==> config.mk <==
export PLATFORM = sky130hd
export DESIGN_NAME = ps2_host_tx
export DESIGN_NICKNAME = d
export VERILOG_FILES = /design/src/rtl/ps2_host_tx.sv
export SDC_FILE = /design/constraint.sdc
export NUM_CORES = 1
export LEC_CHECK = 0
export ABC_CLOCK_PERIOD_IN_PS = 2300
export CAP_MARGIN = 20
export CORE_ASPECT_RATIO = 1.75
export CORE_MARGIN = 8
export CORE_UTILIZATION = 30
export CTS_BUF_LIST = sky130_fd_sc_hd__clkbuf_16
export CTS_CLUSTER_SIZE = 40
export DETAILED_ROUTE_END_ITERATION = 8
export PLACE_DENSITY = 0.49
export REMOVE_ABC_BUFFERS = 1
export SLEW_MARGIN = 40
export SYNTH_ARGS = -nofsm -noshare
export SYNTH_HDL_FRONTEND = slang
export SYNTH_SLANG_ARGS = --single-unit
export TNS_END_PERCENT = 20
==> constraint.sdc <==
create_clock -name clk -period 2.3 [get_ports clk]
set_input_delay 0.575 -clock clk [delete_from_list [all_inputs] [get_ports clk]]
set_output_delay 0.575 -clock clk [all_outputs]
set_load 0.02 [all_outputs]
==> src/rtl/ps2_host_tx.sv <==
// ps2_host_tx: PS/2 host-to-device command transmitter with open-drain clock/data enables.
// Define PS2_HOST_TX_TIMEOUT_EN to build the watchdog that aborts a transfer from a silent device.
module ps2_host_tx #(
    parameter int INHIBIT_CYCLES = 5000,
    parameter int TIMEOUT_CYCLES = 1000000
) (
    input  logic       clk,
    input  logic       rstn,
    input  logic [7:0] tx_data,
    input  logic       tx_valid,
    output logic       tx_ready,
    input  logic       ps2_clk,
    input  logic       ps2_data,
    output logic       ps2_clk_oe,
    output logic       ps2_data_oe,
    output logic       busy,
    output logic       done,
    output logic       ack_ok,
    output logic       err_timeout
);
    localparam int IW = $clog2(INHIBIT_CYCLES + 1);

    typedef enum logic [2:0] {IDLE, INHIBIT, REQ, SHIFT, ACK, WAIT_IDLE, DONE} state_t;

    if (INHIBIT_CYCLES < 1 || TIMEOUT_CYCLES < 1) begin : g_bad_params
        $error("ps2_host_tx: cycle parameters must be at least 1");
    end

    state_t        state_q, state_d;
    logic [2:0]    clk_sync_q;
    logic [1:0]    dat_sync_q;
    logic [7:0]    data_q, data_d;
    logic          par_q, par_d;
    logic [3:0]    bit_q, bit_d;
    logic [IW-1:0] inh_q, inh_d;
    logic          ack_int_q, ack_int_d;
    logic          data_oe_q, data_oe_d;
    logic          tx_ready_q, clk_oe_q, busy_q, done_q, ack_q;
    logic          fall, tmo_hit;

    // clk_sync_q: [0] first stage, [1] synchronised level, [2] previous level
    assign fall = clk_sync_q[2] & ~clk_sync_q[1];

    always_comb begin
        state_d   = state_q;
        data_d    = data_q;
        par_d     = par_q;
        bit_d     = bit_q;
        inh_d     = inh_q;
        ack_int_d = ack_int_q;
        data_oe_d = data_oe_q;
        case (state_q)
            IDLE: if (tx_valid && tx_ready_q) begin
                data_d    = tx_data;
                par_d     = ~^tx_data;
                inh_d     = '0;
                data_oe_d = 1'b0;
                state_d   = INHIBIT;
            end
            INHIBIT: if (inh_q == IW'(INHIBIT_CYCLES - 1)) begin
                data_oe_d = 1'b1;
                state_d   = REQ;
            end else begin
                inh_d = inh_q + 1'b1;
            end
            REQ: begin
                bit_d   = 4'd0;
                state_d = SHIFT;
            end
            SHIFT: if (fall) begin
                bit_d     = bit_q + 4'd1;
                data_oe_d = (bit_q == 4'd9) ? 1'b0 : (bit_q == 4'd8) ? ~par_q : ~data_q[bit_q[2:0]];
                state_d   = (bit_q == 4'd9) ? ACK : SHIFT;
            end
            ACK: if (fall) begin
                ack_int_d = ~dat_sync_q[1];
                state_d   = WAIT_IDLE;
            end
            WAIT_IDLE: if (clk_sync_q[1] && dat_sync_q[1]) state_d = DONE;
            DONE:    state_d = IDLE;
            default: state_d = IDLE;
        endcase
        if (tmo_hit) begin
            data_oe_d = 1'b0;
            ack_int_d = 1'b0;
            state_d   = DONE;
        end
    end

    always_ff @(posedge clk or negedge rstn) begin
        if (!rstn) begin
            state_q    <= IDLE;
            clk_sync_q <= '1;
            dat_sync_q <= '1;
            data_q     <= '0;
            par_q      <= 1'b0;
            bit_q      <= '0;
            inh_q      <= '0;
            ack_int_q  <= 1'b0;
            data_oe_q  <= 1'b0;
            tx_ready_q <= 1'b1;
            clk_oe_q   <= 1'b0;
            busy_q     <= 1'b0;
            done_q     <= 1'b0;
            ack_q      <= 1'b0;
        end else begin
            state_q    <= state_d;
            clk_sync_q <= {clk_sync_q[1:0], ps2_clk};
            dat_sync_q <= {dat_sync_q[0], ps2_data};
            data_q     <= data_d;
            par_q      <= par_d;
            bit_q      <= bit_d;
            inh_q      <= inh_d;
            ack_int_q  <= ack_int_d;
            data_oe_q  <= data_oe_d;
            tx_ready_q <= state_d == IDLE;
            clk_oe_q   <= state_d inside {INHIBIT, REQ};
            busy_q     <= state_d != IDLE;
            done_q     <= state_d == DONE;
            ack_q      <= (state_d == DONE) ? ack_int_d : ack_q;
        end
    end

`ifdef PS2_HOST_TX_TIMEOUT_EN
    localparam int TW = $clog2(TIMEOUT_CYCLES + 1);
    logic [TW-1:0] tmo_q;
    logic          err_q;
    logic          tmo_en;

    assign tmo_en  = state_q inside {REQ, SHIFT, ACK, WAIT_IDLE};
    assign tmo_hit = tmo_en && (tmo_q == TW'(TIMEOUT_CYCLES - 1));

    always_ff @(posedge clk or negedge rstn) begin
        if (!rstn) begin
            tmo_q <= '0;
            err_q <= 1'b0;
        end else begin
            tmo_q <= (state_q == INHIBIT) ? '0 : tmo_en ? tmo_q + 1'b1 : tmo_q;
            err_q <= (state_d == DONE) ? tmo_hit : err_q;
        end
    end

    assign err_timeout = err_q;
`else
    assign tmo_hit     = 1'b0;
    assign err_timeout = 1'b0;
`endif

    assign tx_ready    = tx_ready_q;
    assign ps2_clk_oe  = clk_oe_q;
    assign ps2_data_oe = data_oe_q;
    assign busy        = busy_q;
    assign done        = done_q;
    assign ack_ok      = ack_q;
endmodule

## Yosys cells after proc, flatten, opt, wreduce, memory -nomap -nowiden

Index checks and enable logic that the tools add are counted.

- Output and inout bits: 7
- Logic and storage cells: 73
- Bits in registers: 41

- Bitwise operators: 5
- Mux-type cells: 22
- Reduce and logical (&&, ||, !) cells: 14
- Add/subtract/negate cells: 2
- Magnitude comparators: 1
- Equality and inequality tests: 15

Operators by type and width:

| kind | number |
|---|---|
| 13-bit two-way mux | 2 |
| 13-bit case mux with 2 select lines | 1 |
| 3-bit two-way mux | 6 |
| 3-bit case mux with 6 select lines | 1 |
| 13-bit by 1-bit adder with 13-bit output, second input constant | 1 |
| 13-bit == test, second input constant | 1 |
| 3-bit by 2-bit == test with 1-bit output, second input constant | 3 |
| 3-bit == test, second input constant | 3 |
| 4-bit == test, second input constant | 2 |
| 1-bit two-way mux | 8 |
| 2-bit inequality test, second input constant | 4 |
| 4-bit case mux with 2 select lines | 1 |
| 8-bit XNOR reduction | 1 |
| 3-bit by 1-bit == test with 1-bit output, second input constant | 2 |
| 3-bit logical NOT | 2 |
| 2-bit nonzero test | 3 |
| 3-bit nonzero test | 2 |
| 4-bit by 1-bit adder with 4-bit output, second input constant | 1 |
| 3-bit by 4-bit less-than comparator with 1-bit output, second input constant | 1 |
| 4-bit two-way mux | 1 |
| 1-bit inverter | 4 |
| 2-bit AND reduction | 2 |
| 4-bit AND reduction | 1 |
| 1-bit binary-select mux with 3-bit select | 1 |
| 4 further kinds | 5 |

## Depth between registers and ports, before layout

- Depth after elaboration: 7
- Depth in mapped cells: 7
- Mapped depth without buffers: 6

## Least setup slack after synthesis

No wires, ideal clock.

- Kind: flip-flop to flip-flop
- From: register tx_ready_q, in the netlist tx_ready
- To: register inh_q[12]
- Path buffers: 0
- Arrival: 1.775 ns
- Data required time: 2.222 ns
- Period minus slack after synthesis: 1.853 ns
- Stages on the path, launching flop included: 5
- Setup slack: 0.447 ns
- Cell sequence: dfstp_2 a21oi_1 or4_4 or3_1 a21oi_1

- Longest elaborated chain between the ends: 3

Ends and longest elaborated chain:

| what | line | RTL |
|---|---|---|
| from (decl) | 38 | `logic tx_ready_q, clk_oe_q, busy_q, done_q, ack_q;` |
| from (signal assigned) | 101 | `tx_ready_q <= 1'b1;` |
| from (signal assigned) | 116 | `tx_ready_q <= state_d == IDLE;` |
| 1-bit logical AND | 53 | `IDLE: if (tx_valid && tx_ready_q) begin` |
| 2-bit inequality test (no source line) | -- |  |
| 3-bit AND reduction (no source line) | -- |  |
| to (signal assigned) | 113 | `inh_q <= inh_d;` |
| to (decl) | 35 | `logic [IW-1:0] inh_q, inh_d;` |

No other way between the ends.
A chain may end at the register's enable or synchronous reset.

## Final worst setup path

- From: input port tx_valid
- To: register inh_q[12]

- Longest elaborated chain between the ends: 3

Ends and longest elaborated chain:

| what | line | RTL |
|---|---|---|
| from (decl) | 10 | `input logic tx_valid,` |
| 1-bit logical AND | 53 |  |
| 2-bit inequality test (no source line) | -- |  |
| 3-bit AND reduction (no source line) | -- |  |

No other way between the ends.

==> flow_summary.rst <==
.. list-table::
   :header-rows: 1

   * - Metric
     - Value
   * - Critical setup path kind
     - input port to flop
   * - Worst vdd ir
     - around 0.31 mV
   * - Required time at the worst-slack endpoint
     - 2500 ps
   * - Number of ports placed on the die boundary
     - 20
   * - Fraction of registers with async set/reset
     - 100.0%
   * - Die height
     - 125.3 um
   * - Post-CTS Setup Bufs
     - 0
   * - GR met1 Demand/Resource
     - approximately 10%
   * - Power after layout
     - about 1.6 mW
   * - Gate count of the mapped netlist
     - between 200 and 250
   * - First-pass GRT wire length
     - 8404 um
   * - Final routed DRC violation total
     - 0
   * - Slew Limit Headroom
     - 64.43%
   * - Post-Route WL
     - roughly 4700 um
   * - Number of endpoints with negative hold slack in the final report
     - 0
   * - Global-route usage over all layers
     - 10.76%
   * - Antenna diode count
     - 0
   * - Unrepaired setup endpoints after global routing
     - false
   * - Die Width
     - 78.48 um
   * - Top post-synthesis cells by area
     - sky130_fd_sc_hd__dfrtp_1 43%, sky130_fd_sc_hd__dfstp_2 7.7%, sky130_fd_sc_hd__nand2_1 7.0%, sky130_fd_sc_hd__xnor2_1 4.7%, sky130_fd_sc_hd__o21ai_0 2.7%
   * - Period utilisation layout
     - 90.44%
   * - Hold WC Path Type
     - input port to async pin
   * - Most frequent cell after synthesis
     - sky130_fd_sc_hd__nand2_1
   * - Pwr/cell area
     - ~630 mW/mm^2
   * - Post-route ant nets
     - 0
   * - # clock sinks
     - 41
   * - Clk slew on worst S/H paths
     - roughly 60 ps
   * - Number of buffers inserted by port buffering
     - 18
   * - Maximum capacitance violations
     - 0
   * - H-Tree Depth
     - 2
   * - Total number of vias
     - 1576
   * - Number of placement rows
     - 40
   * - Share of layout cells above drive strength 1
     - 12.77%
   * - Remaining Overflow, GRT
     - 0
   * - Post-DR wirelength/cell
     - 14.82 um
   * - GRT met2 Usage
     - 21.27%
   * - Count of TritonRoute iterations in the first routing pass
     - 4
   * - DP Area
     - 0.002351 mm^2
   * - Post-synthesis to final-layout area growth
     - 22.71%
   * - Number of enable flip-flop cells after synthesis
     - 0
   * - Effective utilization at floorplan
     - 30.33%
   * - Leakage Power
     - 1.106 nW
   * - Core ar.
     - 0.006756 mm^2
   * - Number of antenna violations at the first check in global routing
     - 0
   * - Count of warnings emitted by yosys
     - 0
   * - Yosys top cell area share
     - 42.74%
   * - Most used standard cells in the synthesized netlist
     - 38 x sky130_fd_sc_hd__nand2_1, 35 x sky130_fd_sc_hd__dfrtp_1, 11 x sky130_fd_sc_hd__o21ai_0, 11 x sky130_fd_sc_hd__xnor2_1
   * - Estimated wirelength of the detail-placed design
     - around 3700 um
   * - Slew at the pin with the worst max-slew slack
     - 529.2 ps
   * - Cell type with the largest total area after synthesis
     - sky130_fd_sc_hd__dfrtp_1
   * - Critical path capture point type
     - flop
   * - Run status
     - finished, final reports clean
   * - Top achievable clock speed
     - about 0.48 GHz
   * - Critical path startpoint category
     - input port
   * - Cell area after synthesis
     - 0.002049 mm^2
   * - Gpl congestion
     - 0.7592
   * - Die footprint
     - 0.009837 mm^2
   * - Most used DFF post-synth
     - sky130_fd_sc_hd__dfrtp_1
   * - Flops & latches, synth
     - 41
   * - Number of slew-limit violations in the final report
     - 0
   * - Post-layout util
     - 37.22%
   * - Number of different library cells in the post-synthesis netlist
     - between 40 and 50
   * - Worst setup slack after layout
     - 220.0 ps
   * - Vias per inst
     - roughly 4.9
   * - Via count of the first global-routing pass
     - 1733
   * - Source-to-sink clock delay at the later pin of the worst-skew pair
     - 280 ps
   * - Clock Skew
     - 8.052 ps
   * - Cell area after layout
     - 0.002515 mm^2
   * - Number of gates resized after CTS
     - 0
   * - Worst Path Arrival
     - 2280 ps
   * - GR Util met3
     - 1.793%
   * - Crit path time final
     - 2080 ps
   * - Share of synthesized area occupied by flip-flops and latches
     - 50.43%
   * - Library cell used as clock root buffer
     - sky130_fd_sc_hd__clkbuf_16
   * - Top fanout value on the critical path
     - 5
   * - Maximum number of pins on one net before global-route repair
     - 20
   * - Filler cell count
     - 699
   * - Buffer depth of the longest clock path
     - 2
   * - Average size of a mapped cell
     - 9.853 um^2
   * - Violation count after the first detailed-routing iteration
     - 54
   * - Endpoints failing setup
     - 0
   * - Hold bufs inserted after CTS
     - 0
   * - CTS tree
     - done
   * - TritonCTS Buffers
     - 5
   * - Number of nets in the layout
     - 251
   * - Layer with the highest usage
     - met2
   * - Worst slack, placed
     - -109.2 ps
critical path: stages:
cell and delay [ps]:
sky130_fd_sc_hd__clkdlybuf4s50_1 490, sky130_fd_sc_hd__a21oi_1 130, sky130_fd_sc_hd__or4_4 580, sky130_fd_sc_hd__or3_1 360, sky130_fd_sc_hd__a21oi_1 150
cell type report:
cell class              count  area, um^2  area share [%]
clock inverters             3       38.79           1.542
clock buffers               5       125.1           4.975
repair buffers             26       235.2           9.353
multi-input cells         150       939.7           37.36
flip-flops and latches     41        1033           41.09
well taps                  84       105.1           4.179
inverters                  10       37.54           1.493
sequential cells by signal (all words and copies together) (netlist names):
| name | count |
|---|---|
| ps2_clk_oe | 1 |
| ps2_data_oe | 1 |
| busy | 1 |
| data_q | 8 |
| state_q | 3 |
| tx_ready | 1 |
| bit_q | 4 |
| dat_sync_q | 2 |
| par_q | 1 |
| ack_int_q | 1 |
| done | 1 |
| clk_sync_q | 3 |
| inh_q | 13 |
| ack_ok | 1 |
where the power goes:
group | total, mW | switching, mW | internal (mW)
Clock | 0.779 | 0.274 | 0.506
Sequential | 0.732 | 0.00230 | 0.729
Combinational | 0.0696 | 0.0347 | 0.0349
Total | 1.58 | 0.311 | 1.27
cells by family (layout without fill, tap and decap cells):
| kind of cell | after synthesis | after routing | synth area share, % |
|---|---|---|---|
| other | 1 | 1 | 0.1830 |
| AOI/OAI and AO/OA | 37 | 37 | 12.03 |
| DFF | 41 | 41 | 50.43 |
| xor gates and xnor gates | 13 | 13 | 5.556 |
| adders and majority gates | 4 | 4 | 2.442 |
| buffers and inverters | 17 | 44 | 3.724 |
| and+or+nand+nor | 89 | 89 | 22.65 |
| muxes | 6 | 6 | 2.992 |
worst paths after layout:
check	startpoint	to	slack, ps	cells after the start
min in group clk	dat_sync_q[0]	dat_sync_q[1]	350	0
hold reg to reg	dat_sync_q[0]	dat_sync_q[1]	350	0
max in group asynchronous	rstn	dat_sync_q[1]	1440	2
setup / recovery	tx_valid	inh_q[12]	220	5
hold / removal	rstn	ps2_data_oe	250	1
setup reg to reg	inh_q[5]	inh_q[3]	340	4
cells in the final DEF, fill, tap and decap left out, types with 6 or more instances in the layout:
master	n
sky130_fd_sc_hd__dfstp_2	6
sky130_fd_sc_hd__inv_1	11
sky130_fd_sc_hd__buf_4	8
sky130_fd_sc_hd__clkdlybuf4s50_1	17
sky130_fd_sc_hd__a21oi_1	10
sky130_fd_sc_hd__dfrtp_1	35
sky130_fd_sc_hd__o21ai_0	11
sky130_fd_sc_hd__nand3_1	7
sky130_fd_sc_hd__xnor2_1	11
sky130_fd_sc_hd__nand2_1	38
sky130_fd_sc_hd__nor2_1	10
sky130_fd_sc_hd__or3_1	7
layer usage:
layer  wire, um  up-vias
met2       2829       19
met1       1674      780
met5          0        -
li1           -      769
met4        131        0
met3         93        8
stage by stage:
step                std cells  hold slack (ps)  setup TNS [ps]
floorplan                 201            279.4               0
global placement          311            347.9          -146.1
detailed placement        311            347.5          -261.7
CTS                       319            275.0               0
global route              319            285.4               0
finish                    319            253.8               0
Power figures use the tool's default switching activity.
